[src/rtl/ones_count_unit.sv]
// ============================================================================
// Module   : ones_count_unit
// Brief    : start/rdy sequenced popcount engine (shift-into-E, count on E=1)
// Revision : 1.0
// ============================================================================
`default_nettype none

module ones_count_unit #(
  parameter int W  = 8,
  parameter int CW = $clog2(W+1)
) (
  input  logic          clk,
  input  logic          rst,
  input  logic          start,
  input  logic [W-1:0]  data_in,
  output logic          rdy,
  output logic          done,
  output logic [CW-1:0] count
);

  typedef enum logic [2:0] {
    S_IDLE  = 3'd0,
    S_CHECK = 3'd1,
    S_SHIFT = 3'd2,
    S_EVAL  = 3'd3,
    S_DONE  = 3'd4
  } state_e;

  state_e          state_q;
  logic [W-1:0]    r1_q;
  logic            e_q;
  logic [CW-1:0]   r2_q;
  logic            rdy_q;
  logic            done_q;

  // rdy/done are registered alongside the state so they decode it exactly
  always_ff @(posedge clk) begin
    if (rst) begin
      state_q <= S_IDLE;
      r1_q    <= '0;
      e_q     <= 1'b0;
      r2_q    <= '0;
      rdy_q   <= 1'b1;
      done_q  <= 1'b0;
    end else begin
      rdy_q  <= 1'b0;
      done_q <= 1'b0;
      case (state_q)
        S_IDLE: begin
          if (start) begin
            r1_q    <= data_in;
            r2_q    <= '0;
            e_q     <= 1'b0;
            state_q <= S_CHECK;
          end else begin
            rdy_q <= 1'b1;
          end
        end
        S_CHECK: begin
          if (r1_q == '0) begin
            state_q <= S_DONE;
            done_q  <= 1'b1;
          end else begin
            state_q <= S_SHIFT;
          end
        end
        S_SHIFT: begin
          {e_q, r1_q} <= {r1_q, 1'b0};
          state_q     <= S_EVAL;
        end
        S_EVAL: begin
          // E=0 implies a set bit remains below, so CHECK can be skipped
          if (e_q) begin
            r2_q    <= r2_q + CW'(1);
            state_q <= S_CHECK;
          end else begin
            state_q <= S_SHIFT;
          end
        end
        S_DONE: begin
          state_q <= S_IDLE;
          rdy_q   <= 1'b1;
        end
        default: begin
          state_q <= S_IDLE;
          rdy_q   <= 1'b1;
        end
      endcase
    end
  end

  assign rdy   = rdy_q;
  assign done  = done_q;
  assign count = r2_q;

endmodule

`default_nettype wire

[config.mk]
export PLATFORM = sky130hd
export DESIGN_NAME = ones_count_unit
export DESIGN_NICKNAME = d
export VERILOG_FILES = /design/src/rtl/ones_count_unit.sv
export SDC_FILE = /design/constraint.sdc
export NUM_CORES = 1
export LEC_CHECK = 0
export ABC_AREA = 1
export BUFFER_PORTS_ARGS = -buffer_cell sky130_fd_sc_hd__buf_2
export CORE_MARGIN = 4
export CORE_UTILIZATION = 55
export CTS_BUF_LIST = sky130_fd_sc_hd__clkbuf_8
export CTS_CLUSTER_DIAMETER = 100
export DETAILED_ROUTE_END_ITERATION = 10
export GPL_ROUTABILITY_DRIVEN = 1
export PLACE_DENSITY = 0.77
export SLEW_MARGIN = 20
export SYNTH_ARGS = -nofsm -noshare
export SYNTH_HDL_FRONTEND = slang
export SYNTH_SLANG_ARGS = --single-unit
[constraint.sdc]
create_clock -name clk -period 1.6 [get_ports clk]
set_clock_uncertainty 0.2 [all_clocks]
set_input_delay 0.24 -clock clk [delete_from_list [all_inputs] [get_ports clk]]
set_output_delay 0.24 -clock clk [all_outputs]
set_load 0.01 [all_outputs]
-- Word-level counts from Yosys, hierarchy flattened
Cells that the tools add are included.
- register bits: 18
- word-level logic and storage cells: 35
- input port bits: 11
- equality and inequality tests: 5
- bitwise logic cells: 1
- $add $sub $neg: 1
- reductions and logical operators: 8
- multiplexer cells: 14
- operator list (kind ; number):
    $pmux W8 S2 ; 1
    $pmux W3 S4 ; 1
    $logic_not A8 Y1 ; 1
    $mux W4 ; 2
    $mux W8 ; 1
    $pmux W4 S2 ; 1
    $eq A3 B2 Y1 const B ; 2
    $mux W3 ; 2
    $add A4 B1 Y4 const B ; 1
    $ne A2 B2 Y1 const B ; 2
    $pmux W1 S2 ; 2
    $reduce_bool A2 Y1 ; 2
    $eq A3 B1 Y1 const B ; 1
    $logic_not A3 Y1 ; 1
    $mux W1 ; 3
    $reduce_and A3 Y1 ; 1
    $reduce_or A3 Y1 ; 1
    $mux W2 ; 1
    $reduce_and A2 Y1 ; 1
    $reduce_or A2 Y1 ; 1
    $not A1 Y1 ; 1

-- Longest topological paths before layout
Gate-level depths: netlist of run 1.
- depth after elaboration: 3
- depth in mapped cells: 7
- depth with buffers taken out: 7

-- Least setup slack after synthesis of run 1
No wires, ideal clock.
- path kind: flip-flop to flip-flop
- from: register state_q[1]
- to: register r1_q[5]
- cell stages (with the launch flop): 6
- path slack: 0.350 ns
- arrival: 0.929 ns
- period minus slack after synthesis: 1.250 ns
- cells stage by stage: dfxtp_1 -> o21ai_2 -> inv_2 -> buf_4 -> o21ai_0 -> a21oi_1
- cells in the longest elaborated chain, start to end: 3
- ends and longest elaborated chain (element ; line ; text):
    start, declared ; 29 ; state_e state_q;
    start signal, assigned ; 39 ; state_q <= S_IDLE;
    start signal, assigned ; 54 ; state_q <= S_CHECK;
    start signal, assigned ; 61 ; state_q <= S_DONE;
    $eq A3 B2 Y1 or $logic_not A3 Y1 (tied branches) ; 48 ; case (state_q)
    $reduce_bool A2 Y1 (no source line) or $ne A2 B2 Y1 (tied branches) ; -- ;
    $reduce_and A2 Y1 (no source line) ; -- ;
    end signal, assigned ; 51 ; r1_q <= data_in;
    end signal, assigned ; 68 ; {e_q, r1_q} <= {r1_q, 1'b0};
    end, declared ; 30 ; logic [W-1:0] r1_q;
Several ways; a longest one is shown, not always the timed one.
A chain may end at the register's enable or synchronous reset.

==> results.yml, run 1 <==
logic_synthesis:
  synth_area_per_cell_um2: 7.25
  yosysTopAreaCell: "dfxtp_1"
  seq_area_frac_synth: 0.444
  syn_area_um2: 812
  postSynthCellCount: 112
  syn_nets: 124
  yosys.area.top_type_share: 0.444
  synth_seq_cells: 18
  ys_top_cells_by_area: "dfxtp_1 44%, nand2_1 10%, a21oi_1 9.2%"
  ys.warnings.count: 0
  synth_cell_types: 17
global_routing:
  grt-ovfl-total: 0
  antenna_found_initial: 0
  grt_use_total: 0.186
  grt_pass1_vias: 717
  grt_pass1_wl_um: 2740
  grt_max_degree: 15
sta:
  worst_pin_slew_ns: 0.243
  rsz0062_at_grt: "no"
  max-slew-margin-rel: 0.838
  timing.final.crit_share: 0.873
  setup_tns_ns: 0
  finalCriticalPeriod_ns: 1.40
  fmaxAchievable_ghz: 0.716
  drv_slew: 0
  hold_viol_final: 0
  setup_viol: 0
drt:
  dr_total_vias: 778
  drtAntennaViolNets: 0
  drt_wl_total_um: 1680
  first_pass_iters: 4
  wl_per_cell_um: 11.5
  drc: 0
  vias_per_cell: 5.33
  drt-initial-drc-count: 18
final_layout:
  drive_above_1_share: 0.206
  nNetsFinal: 144
  multi_input_area_um2: 394
  diodes: 0
  ff_latch_area_um2: 360
  synthToLayoutAreaGrowth_pct: 19.1
  num-fill-cells: 101
  final_util: 0.716
  fin_cells: 146
floorplanning:
  dieWidth_um: 46.4
  ios: 17
  start_util: 0.601
  die_y_um: 46.4
  die_area_um2: 2160
  design.core.area_um2: 1350
  num_rows: 13
pwr:
  clockPowerShare: 0.261
  swShare: 0.352
  power_density_nw_per_um2: 1460
  p_switching_w: 0.000496
  p_leak_nw: 0.430
  worst_ir_drop_vdd_v: 0.000796
  p_int_w: 0.000912
  p_comb_frac: 0.305
  seqPwrFrac: 0.434
hold_path:
  hp-class: "primary input to register"
  worstHoldEndpoint: "r1_q[4]$_SDFFE_PP0P_"
  worstHoldStart: "data_in[4]"
  whs_path_depth: 3
clock_tree:
  cts_tree: "done"
  cts_root_buf: "clkbuf_8"
  htree_levels: 1
  cts.sinks: 18
  clock_path_buffers: 2
  post_cts_buffers: 0
  cts_inserted_buffers: 3
  clk_pin_slew_ns: 0.07
  worst_skew_pair.late_latency_ns: 0.26
place:
  numPlacedInstances: 141
  dp_hpwl_um: 1200
  port_buffers: 16
  gp_congestion: 0.854
worst_setup_path:
  critPathKind: "primary input to register"
  required_ns: 1.54
  worstSetupStartpointType: "primary input"
  cp.arrival_ns: 1.34
  reg2reg_from: "state_q[1]$_SDFFE_PP0P_"
  rr_worst_depth: 6
  reg2reg_to: "count[3]$_SDFFE_PP0P_"
  reg2reg_setup_slack_ns: 0.22
  worstPathMaxFanout: 14
  cp-end-kind: "register"
run:
  max_cap_violations: 0
run_status:
  status: "finished, final reports clean"
==> power by group through the flow <==
| stage | combinational (W) | sequential [W] | clock, W |
|---|---|---|---|
| floorplan | 0.000324 | 0.000617 | 0 |
| global placement | 0.000417 | 0.000617 | 0 |
| detailed placement | 0.000425 | 0.000618 | 0 |
| CTS | 0.000428 | 0.000609 | 0.000375 |
| global route | 0.000498 | 0.000619 | 0.000402 |
| finish | 0.000430 | 0.000611 | 0.000367 |
==> metrics by stage <==
stage	setup slack (ns)	instance area [um2]	hold slack (ns)	total power, W
2_1_floorplan	0.350	812	0.109	0.000941
4_1_cts	0.0725	963	0.0680	0.00141
5_1_grt	0.0688	967	0.0922	0.00152
6_report	0.203	967	0.0677	0.00141
3_5_place_dp	0.221	898	0.229	0.00104
3_3_place_gp	0.243	898	0.227	0.00103
==> worst max path at each step <==
stage | from | endpoint | slack, ns | cells after the start
after detailed placement | state_q[1]$_SDFFE_PP0P_ | count[3]$_SDFFE_PP0P_ | 0.22 | 6
after floorplan | state_q[1]$_SDFFE_PP0P_ | r1_q[5]$_SDFFE_PP0P_ | 0.35 | 5
after CTS | rst | r1_q[0]$_SDFFE_PP0P_ | 0.07 | 5
after global routing | state_q[1]$_SDFFE_PP0P_ | count[3]$_SDFFE_PP0P_ | 0.07 | 7
final | rst | state_q[0]$_SDFFE_PP0P_ | 0.20 | 5
after global placement | state_q[1]$_SDFFE_PP0P_ | count[3]$_SDFFE_PP0P_ | 0.24 | 7
==> sequential cells by signal, indices dropped and copies added (netlist names) <==
name	count
r1_q	8
count	4
state_q	3
done	1
e_q	1
rdy	1
==> cell usage after synthesis, drive strengths merged <==
cell	number
inv	12
a21oi	15
nand3	6
o22ai	7
o21ai	10
nor2	14
buf	2
nand4	2
nand2	23
nor3	2
ha	1
dfxtp	18
==> metal layers <==
| layer | wire (um) | vias up | track usage | share of wire |
|---|---|---|---|---|
| met2 | 768 | 22 | 0.308 | 0.46 |
| met4 | 35 | 0 | 0.142 | 0.021 |
| li1 | - | 416 | - | - |
| met3 | 110 | 4 | 0.0508 | 0.066 |
| met1 | 762 | 336 | 0.198 | 0.45 |
| met5 | 0 | - | 0 | 0 |
==> cell type report <==
| type | instances | area share |
|---|---|---|
| tap | 15 | 0.0194 |
| timing repair buffer | 17 | 0.0931 |
| inverter | 12 | 0.0505 |
| sequential | 18 | 0.373 |
| multi-input combinational | 80 | 0.408 |
| clock buffer | 4 | 0.0569 |
==> critical path, cell delays in order <==
cell and delay [ns]:
dlygate4sd3_1 0.52, buf_2 0.14, clkinvlp_4 0.21, nand3_1 0.17, a21oi_1 0.05
==> timing repair <==
| item | CTS | global route |
|---|---|---|
| setup endpoints to repair | 0 | 2 |
| hold buffers | 1 | 0 |
| endpoints found under the hold margin | 2 | 0 |
| gates resized for setup | 0 | 1 |
==> logic make-up after synthesis <==
logic type | after synthesis | share of synthesized area
AO/OA/AOI/OAI | 32 | 0.213
adder cells (fa/ha/maj) | 1 | 0.0154
buffers and inverters | 14 | 0.0709
flip-flops | 18 | 0.444
AND/OR/NAND/NOR | 47 | 0.257
==> placed cells by master, fill, tap and decap left out, drive strengths merged <==
cell | Yosys | routed
nor3 | 2 | 2
o21ai | 10 | 10
clkbuf | 0 | 4
buf | 2 | 16
nor2 | 14 | 14
clkinvlp | 0 | 1
nand2 | 23 | 23
dlygate4sd3 | 0 | 1
nand4 | 2 | 2
o22ai | 7 | 7
a21oi | 15 | 15
nand3 | 6 | 6
dfxtp | 18 | 18
inv | 12 | 11
ha | 1 | 1
No activity file was read; power rests on OpenSTA's default activity.
==> inputs of run 2 (changes only) <==
--- a/config.mk
+++ b/config.mk
@@ -13,7 +13,7 @@
 export CTS_CLUSTER_DIAMETER = 100
 export DETAILED_ROUTE_END_ITERATION = 10
 export GPL_ROUTABILITY_DRIVEN = 1
-export PLACE_DENSITY = 0.77
+export PLACE_DENSITY = 0.78
 export SLEW_MARGIN = 20
 export SYNTH_ARGS = -nofsm -noshare
 export SYNTH_HDL_FRONTEND = slang
==> run 2 against run 1 <==
First-iteration DRC count increased by 44%. Worst hold slack improved by 0.0050 ns. Via count grew 0.26%. Sequential power hardly changed. Clock power is 2% higher. Global-route usage grew 0.92 points. Critical path type is now register to register. Die area stayed put.
==> results.yml, run 2 (synthesized netlist as in run 1, its figures left out) <==
drt:
  first_pass_iters: 4
  vias_per_cell: 5.34
  drt-initial-drc-count: 26
  drt_wl_total_um: 1790
  wl_per_cell_um: 12.3
  drtAntennaViolNets: 0
  drc: 0
  dr_total_vias: 780
worst_setup_path:
  reg2reg_to: "count[3]$_SDFFE_PP0P_"
  worstPathMaxFanout: 10
  cp.arrival_ns: 1.38
  worstSetupStartpointType: "register"
  reg2reg_from: "state_q[1]$_SDFFE_PP0P_"
  critPathKind: "register to register"
  rr_worst_depth: 7
  required_ns: 1.55
  reg2reg_setup_slack_ns: 0.17
  cp-end-kind: "register"
final_layout:
  final_cell_mix: "22 x nand2_1, 18 x dfxtp_1, 16 x buf_2"
  largest_reg_flops: 8
  regMostFlops: "r1_q"
  num-fill-cells: 117
  ff_latch_area_um2: 360
  nNetsFinal: 144
  drive_above_1_share: 0.206
  multi_input_area_um2: 394
  diodes: 0
  synthToLayoutAreaGrowth_pct: 19.1
  final_common_cell: "nand2_1"
  final_util: 0.716
pwr:
  power_density_nw_per_um2: 1470
  worst_ir_drop_vdd_v: 0.000758
  p_leak_nw: 0.430
sta:
  setup_tns_ns: 0
  hold_viol_final: 0
  drv_slew: 0
  rsz0062_at_grt: "no"
  whs_ns: 0.0727
  setup_ws_ns: 0.172
  timing.final.crit_share: 0.892
  max-slew-margin-rel: 0.822
  worst_pin_slew_ns: 0.266
  setup_viol: 0
  finalCriticalPeriod_ns: 1.43
  fmaxAchievable_ghz: 0.700
floorplanning:
  design.core.area_um2: 1350
  ios: 17
  die_y_um: 46.4
  start_util: 0.601
  dieWidth_um: 46.4
  die_area_um2: 2160
  num_rows: 13
global_routing:
  grt_pass1_vias: 696
  antenna_found_initial: 0
  grt_pass1_wl_um: 2980
  grt-ovfl-total: 0
  grt_use_total: 0.196
  grt_max_degree: 15
hold_path:
  hp-class: "primary input to register"
  worstHoldStart: "data_in[1]"
  worstHoldEndpoint: "r1_q[1]$_SDFFE_PP0P_"
  whs_path_depth: 3
place:
  port_buffers: 16
  dp_hpwl_um: 1270
  dp_slack_ns: 0.209
  gp_congestion: 0.795
run_status:
  status: "finished, final reports clean"
clock_tree:
  htree_levels: 1
  cts_inserted_buffers: 3
  cts.sinks: 18
  clk_pin_slew_ns: 0.07
  clock_path_buffers: 2
  cts_tree: "done"
  cts_root_buf: "clkbuf_8"
  worst_skew_pair.late_latency_ns: 0.25
run:
  max_cap_violations: 0
## run 2: layout make-up
cell class | instances | area share
tap | 15 | 0.0194
timing repair buffer | 17 | 0.0931
clock buffer | 4 | 0.0569
sequential | 18 | 0.373
inverter | 12 | 0.0505
multi-input combinational | 80 | 0.408
## run 2: routing by layer
metal	global-route usage	vias to the layer above	routed length (um)
li1	-	413	-
met1	0.255	346	846
met2	0.305	19	851
met3	0.0469	2	83
met4	0.0795	0	11
met5	0	-	0
## run 2: worst max path at each step
stage                                  startpoint                    end  cells past startpoint
final                     state_q[1]$_SDFFE_PP0P_  count[3]$_SDFFE_PP0P_                      7
after global placement    state_q[1]$_SDFFE_PP0P_  count[3]$_SDFFE_PP0P_                      7
after global routing      state_q[1]$_SDFFE_PP0P_  count[3]$_SDFFE_PP0P_                      6
after floorplan           state_q[1]$_SDFFE_PP0P_   r1_q[5]$_SDFFE_PP0P_                      5
after detailed placement  state_q[1]$_SDFFE_PP0P_   r1_q[4]$_SDFFE_PP0P_                      4
after CTS                                     rst   r1_q[0]$_SDFFE_PP0P_                      5
## run 2: stage by stage
step | instance area (um2) | total power [W] | instances
2_1_floorplan | 812 | 0.000941 | 112
3_3_place_gp | 898 | 0.00103 | 141
3_5_place_dp | 898 | 0.00105 | 141
4_1_cts | 963 | 0.00143 | 146
5_1_grt | 967 | 0.00154 | 146
6_report | 967 | 0.00142 | 146
## run 2: power breakdown
part           total [W]  internal (W)  switching, W
clock network   0.000373      0.000219      0.000154
registers       0.000610      0.000535     0.0000758
logic           0.000441      0.000158      0.000283
total            0.00142      0.000912      0.000513
## run 2: timing repair
item | 4_1_cts | 5_1_grt
buffers inserted | 0 | 0
setup endpoints to repair | 0 | 3
hold buffers | 1 | 0
endpoints found under the hold margin | 2 | 0
gates resized for setup | 0 | 1
## run 2: critical path: stages (launching register included)
cell     delay, ns
dfxtp_1       0.46
inv_2         0.17
nand2_1       0.12
nand2_2       0.11
nand2_1       0.10
nand2_1       0.06
nand2_1       0.05
nor2_1        0.04
